### config.mk
export PLATFORM = sky130hd
export DESIGN_NAME = grf_mp
export DESIGN_NICKNAME = d
export VERILOG_FILES = /design/src/rtl/grf_mp.sv
export SDC_FILE = /design/constraint.sdc
export NUM_CORES = 2
export LEC_CHECK = 0
export BUFFER_PORTS_ARGS = -buffer_cell sky130_fd_sc_hd__buf_2
export CAP_MARGIN = 10
export CELL_PAD_IN_SITES_DETAIL_PLACEMENT = 1
export CELL_PAD_IN_SITES_GLOBAL_PLACEMENT = 1
export CORE_MARGIN = 1
export CORE_UTILIZATION = 45
export DETAILED_ROUTE_END_ITERATION = 12
export PLACE_DENSITY_LB_ADDON = 0.08
export SYNTH_ARGS = -nofsm -noshare
export SYNTH_HDL_FRONTEND = slang
export SYNTH_SLANG_ARGS = --single-unit
export TNS_END_PERCENT = 30
### constraint.sdc
create_clock -name clk -period 5.1 [get_ports clk]
set_clock_uncertainty 0.2 [all_clocks]
set_input_delay 1.53 -clock clk [delete_from_list [all_inputs] [get_ports clk]]
set_output_delay 1.53 -clock clk [all_outputs]
set_load 0.02 [all_outputs]
### src/rtl/grf_mp.sv
// grf_mp: multi-port general register file for the decode stage.
// Combinational read ports bypass same-cycle writes. A pending-bit
// scoreboard tracks destinations reserved by long-latency operations
// so that decode can stall on operands that are not yet available.
module grf_mp #(
  parameter int DATA_W   = 32,
  parameter int ADDR_W   = 5,
  parameter int NUM_RD   = 2,
  parameter int ZERO_REG = 1
) (
  input  logic                     clk,
  input  logic                     reset_n,
  input  logic [NUM_RD*ADDR_W-1:0] rd_addr,
  output logic [NUM_RD*DATA_W-1:0] rd_data,
  output logic [NUM_RD-1:0]        rd_busy,
  input  logic                     w0_en,
  input  logic [ADDR_W-1:0]        w0_addr,
  input  logic [DATA_W-1:0]        w0_data,
  input  logic                     w1_en,
  input  logic [ADDR_W-1:0]        w1_addr,
  input  logic [DATA_W-1:0]        w1_data,
  input  logic                     iss_en,
  input  logic [ADDR_W-1:0]        iss_addr,
  output logic [ADDR_W:0]          pend_cnt,
  output logic                     any_pend
);

  localparam int DEPTH = 1 << ADDR_W;
  localparam logic [ADDR_W:0] CNT_ONE = {{ADDR_W{1'b0}}, 1'b1};

  logic [DATA_W-1:0] r_mem [DEPTH];
  logic [DEPTH-1:0]  r_pending;
  logic [ADDR_W:0]   r_pendCnt;

  logic w_w0Apply;
  logic w_w1Apply;
  logic w_issApply;
  logic w_cntInc;
  logic w_cntDec;

  // Register 0 is read-only zero when ZERO_REG is set.
  function automatic logic isProtected(input logic [ADDR_W-1:0] addr);
    return (ZERO_REG != 0) && (addr == '0);
  endfunction

  // Enables are gated by reset_n so that nothing, not even the read
  // bypass, reflects a write request while reset is held.
  assign w_w0Apply  = reset_n && w0_en  && !isProtected(w0_addr);
  assign w_w1Apply  = reset_n && w1_en  && !isProtected(w1_addr);
  assign w_issApply = reset_n && iss_en && !isProtected(iss_addr);

  // The counter moves only when a pending bit actually changes state.
  // A same-address issue and completion keeps the bit set, so it is
  // not a decrement.
  assign w_cntInc = w_issApply && !r_pending[iss_addr];
  assign w_cntDec = w_w1Apply && r_pending[w1_addr] &&
                    !(w_issApply && (iss_addr == w1_addr));

  // Register array: W0 is written last so it wins an address collision.
  always_ff @(posedge clk or negedge reset_n) begin
    if (!reset_n) begin
      for (int i = 0; i < DEPTH; i++) r_mem[i] <= '0;
    end else begin
      if (w_w1Apply) r_mem[w1_addr] <= w1_data;
      if (w_w0Apply) r_mem[w0_addr] <= w0_data;
    end
  end

  // Pending vector: completion clears, then a new issue re-sets.
  always_ff @(posedge clk or negedge reset_n) begin
    if (!reset_n) begin
      r_pending <= '0;
    end else begin
      if (w_w1Apply)  r_pending[w1_addr]  <= 1'b0;
      if (w_issApply) r_pending[iss_addr] <= 1'b1;
    end
  end

  // Pending counter tracks the population of the pending vector.
  always_ff @(posedge clk or negedge reset_n) begin
    if (!reset_n) begin
      r_pendCnt <= '0;
    end else begin
      case ({w_cntInc, w_cntDec})
        2'b10:   r_pendCnt <= r_pendCnt + CNT_ONE;
        2'b01:   r_pendCnt <= r_pendCnt - CNT_ONE;
        default: r_pendCnt <= r_pendCnt;
      endcase
    end
  end

  assign pend_cnt = r_pendCnt;
  assign any_pend = (r_pendCnt != '0);

  // Per-port read: zero register, then W0 bypass, W1 bypass, stored value.
  // A completing W1 releases the stall in the same cycle.
  for (genvar k = 0; k < NUM_RD; k++) begin : g_rd
    logic [ADDR_W-1:0] w_addr;
    logic              w_prot;
    logic              w_hitW0;
    logic              w_hitW1;

    assign w_addr  = rd_addr[k*ADDR_W +: ADDR_W];
    assign w_prot  = isProtected(w_addr);
    assign w_hitW0 = w_w0Apply && (w0_addr == w_addr);
    assign w_hitW1 = w_w1Apply && (w1_addr == w_addr);

    assign rd_data[k*DATA_W +: DATA_W] = w_prot  ? '0      :
                                         w_hitW0 ? w0_data :
                                         w_hitW1 ? w1_data :
                                                   r_mem[w_addr];
    assign rd_busy[k] = !w_prot && r_pending[w_addr] && !w_hitW1;
  end

endmodule

==> results.toml <==
[worst_setup_path]
r2r.worst_path.cells = 13
crit_arrival_ns = 3.87
worst-setup-path-type = "input port to output port"
crit_required_ns = 3.37
cp-end-kind = "output port"
crit_path_start_kind = "input port"
critPathMaxFanout = 11
timing.rr.start = "r_pending[27]$_DFF_PN0_"
r2r_slack_ns = 1.53
crit_path_start = "rd_addr[6]"
timing.rr.end = "pend_cnt[5]$_DFFE_PN0P_"

[timing]
setup_viol = 66
finalSetupTns_ns = -24.01
rsz0062_at_grt = "yes"
report.final.slew_viol_count = 0
relSlewSlack_pct = 15.4
fmaxAchievable_ghz = 0.179
final-hold-violation-count = 0
hold_ws_ns = 0.203
worstMarginPinSlew_ns = 1.27
finalWorstSetupSlack_ns = -0.496
fin_crit_ns = 5.60
fin_crit_sh_pct = 110

[floorplanning]
coreArea_mm2 = 0.148
dieArea_mm2 = 0.151
num_rows = 141
chipHeight_um = 389
start_util_pct = 45.4
fp.dieW_um = 389
io_pins = 167

[power]
ir_worst_vdd_uv = 338
leakagePower_nw = 35.3
power.density_mw_per_mm2 = 366
power_w = 0.0300

[drt]
routed_wl_um = 320000
drt_pass1_iterations = 6
post-route-drc-count = 0
via_count = 59900
routed_via_density = 6.97
first_iter_violations = 7424
antenna_left = 0
post_drt_wl_per_cell_um = 37.2

[place]
hpwl_um = 197000
port_buffers = 166
gp_congestion = 0.927
place_inst = 8244

[synthesis]
syn-num-nets = 6434
ys_warn_count = 0
syn_avg_cell_area_um2 = 10.6
synth.ff_latch_count = 1062
synth_edf_count = 0
yosysSeqAreaShare_pct = 39.5
syn_inst = 6334
async_flop_share_pct = 100
syn_area_mm2 = 0.0673
synthFlopType = "dfrtp_1"
synthDistinctLibCells = 61

[worst_hold_path]
hold_path.class = "flip-flop to flip-flop"
hold_end = "r_mem[1008]$_DFF_PN0_"
holdPathStages = 0
holdCritStartpoint = "r_mem[1008]$_DFF_PN0_"

[run_status]
violations = "negative setup slack"
status = "finished with violations"

[cells_and_area]
fin_cells = 8593
synthToLayoutAreaGrowth_pct = 21.8
drive_gt1_share_pct = 29.7
nFillCells = 15300
layout_common_cells = "mux2i_1, dfrtp_1, nand2_1, o21ai_0, mux4_2"
utilization_pct = 55.4
fin_nets = 6648
layout_commonest_cell = "mux2i_1"

[grt]
grt_use_total_pct = 42.0
antenna_found_initial = 19
grt_first_pass_wirelength_um = 454000
overflow = 0
grt_pass1_vias = 60300
grt_max_degree = 151

[clocking]
cts_tree = "built"
cts_buffers = 130
cts.clk_slew.worst_paths_ns = 0.06
cts.path.max_buffers = 3
ctsHtreeMaxLevel = 4
clk_latency_ns = 0.78
ctsRootBufferMaster = "clkbuf_16"
ctsHoldBuffers = 0
clock_sinks = 1062

[flow_run]
maxCapViolations = 0
-- worst max-delay path, cell delays in order --
cell and delay (ns):
buf_16 0.11, buf_4 0.12, buf_12 0.16, buf_4 0.19, mux4_2 0.50, mux2_2 0.28, o211ai_1 0.59, a31oi_1 0.16
buf_2 0.20
-- routing by layer --
metal  GRT usage, %  part of all wire [%]  routed length (um)
met1           58.1                    40              127000
met2           61.2                    43              139000
met3           10.3                    11               35200
met4           21.4                   5.8               18700
met5              0                0.0056                  18
-- timing repair --
action	CTS	global route
resized for setup	287	175
setup buffers	46	46
pin swaps	45	51
cloned	15	4
endpoints found under the setup margin	66	66
-- flip-flops by register name, indices dropped and copies added, names as in the netlist --
register and count:
r_pending 32, pend_cnt 6, r_mem 1024
-- Yosys cell counts (6+ instances only) --
master	count	area (um2)
nand3_1	14	70.1
xnor2_1	14	123
o22ai_1	33	206
a211oi_1	6	45.0
mux2_2	92	1040
a31oi_1	18	113
buf_2	149	746
or3_1	7	43.8
nor2_2	6	37.5
nor2b_1	20	125
o211ai_1	28	210
nor2_1	440	1650
nor3_1	35	175
nor3b_1	7	52.6
a221o_1	19	190
nand2b_1	11	68.8
clkbuf_2	10	50.1
clkbuf_1	514	1930
mux2i_1	1100	11000
buf_4	47	353
a221oi_1	54	473
a22o_1	26	228
mux4_2	524	11800
inv_1	15	56.3
a22oi_1	69	518
buf_6	7	78.8
buf_1	76	285
a21oi_1	399	2000
o21ai_1	37	185
xor2_1	16	140
o21ai_0	641	3210
and2_1	7	43.8
dfrtp_1	1062	26600
o221ai_1	28	245
nand2_1	747	2800
-- how the worst max path moves through the flow --
stage             endpoint  slack [ns]  cells past startpoint
2_1_floorplan  rd_data[39]       -0.07                      9
3_3_place_gp   rd_data[31]       -1.09                      8
3_5_place_dp   rd_data[25]       -1.03                     11
4_1_cts        rd_data[24]       -0.42                      9
5_1_grt        rd_data[48]       -0.54                      8
6_report       rd_data[36]       -0.50                      9
-- per-stage QoR --
stage,area [um2],worst slack (ns)
after detailed placement,74200,-1.03
after CTS,80700,-0.420
after global placement,74200,-1.09
final,82000,-0.496
after global routing,82000,-0.544
after floorplan,67500,-0.0732
-- power breakdown --
| part | leakage, nW | switching [W] | internal (W) |
|---|---|---|---|
| Combinational | 19.6 | 0.00386 | 0.00424 |
| Clock | 2.14 | 0.00410 | 0.00566 |
| Sequential | 13.5 | 0.00178 | 0.0103 |
| Total | 35.3 | 0.00975 | 0.0202 |
-- logic make-up (layout without fill, tap and decap cells) --
group,Yosys count,count (layout),synth area share [%]
mux,1716,1716,35.4
compound gates,1371,1371,11.5
simple gates,1330,1330,7.94
flops,1062,1062,39.5
buf+inv,819,1133,5.20
xor+xnor,30,30,0.390
fa+ha+maj,6,6,0.123
other cells,0,15,0
-- cell type report --
class                           instances  area, um2  area share, %
Multi-Input combinational cell       4453      39100           47.6
Timing Repair Buffer                  885       9520           11.6
Clock buffer                          185       3790           4.62
Sequential cell                      1062      26600           32.4
Inverter                               16       60.1         0.0732
Tap cell                             1930       2410           2.94
Clock inverter                         47        558          0.680
Antenna cell                           15       37.5         0.0458
(Power assumes the default switching activity.)
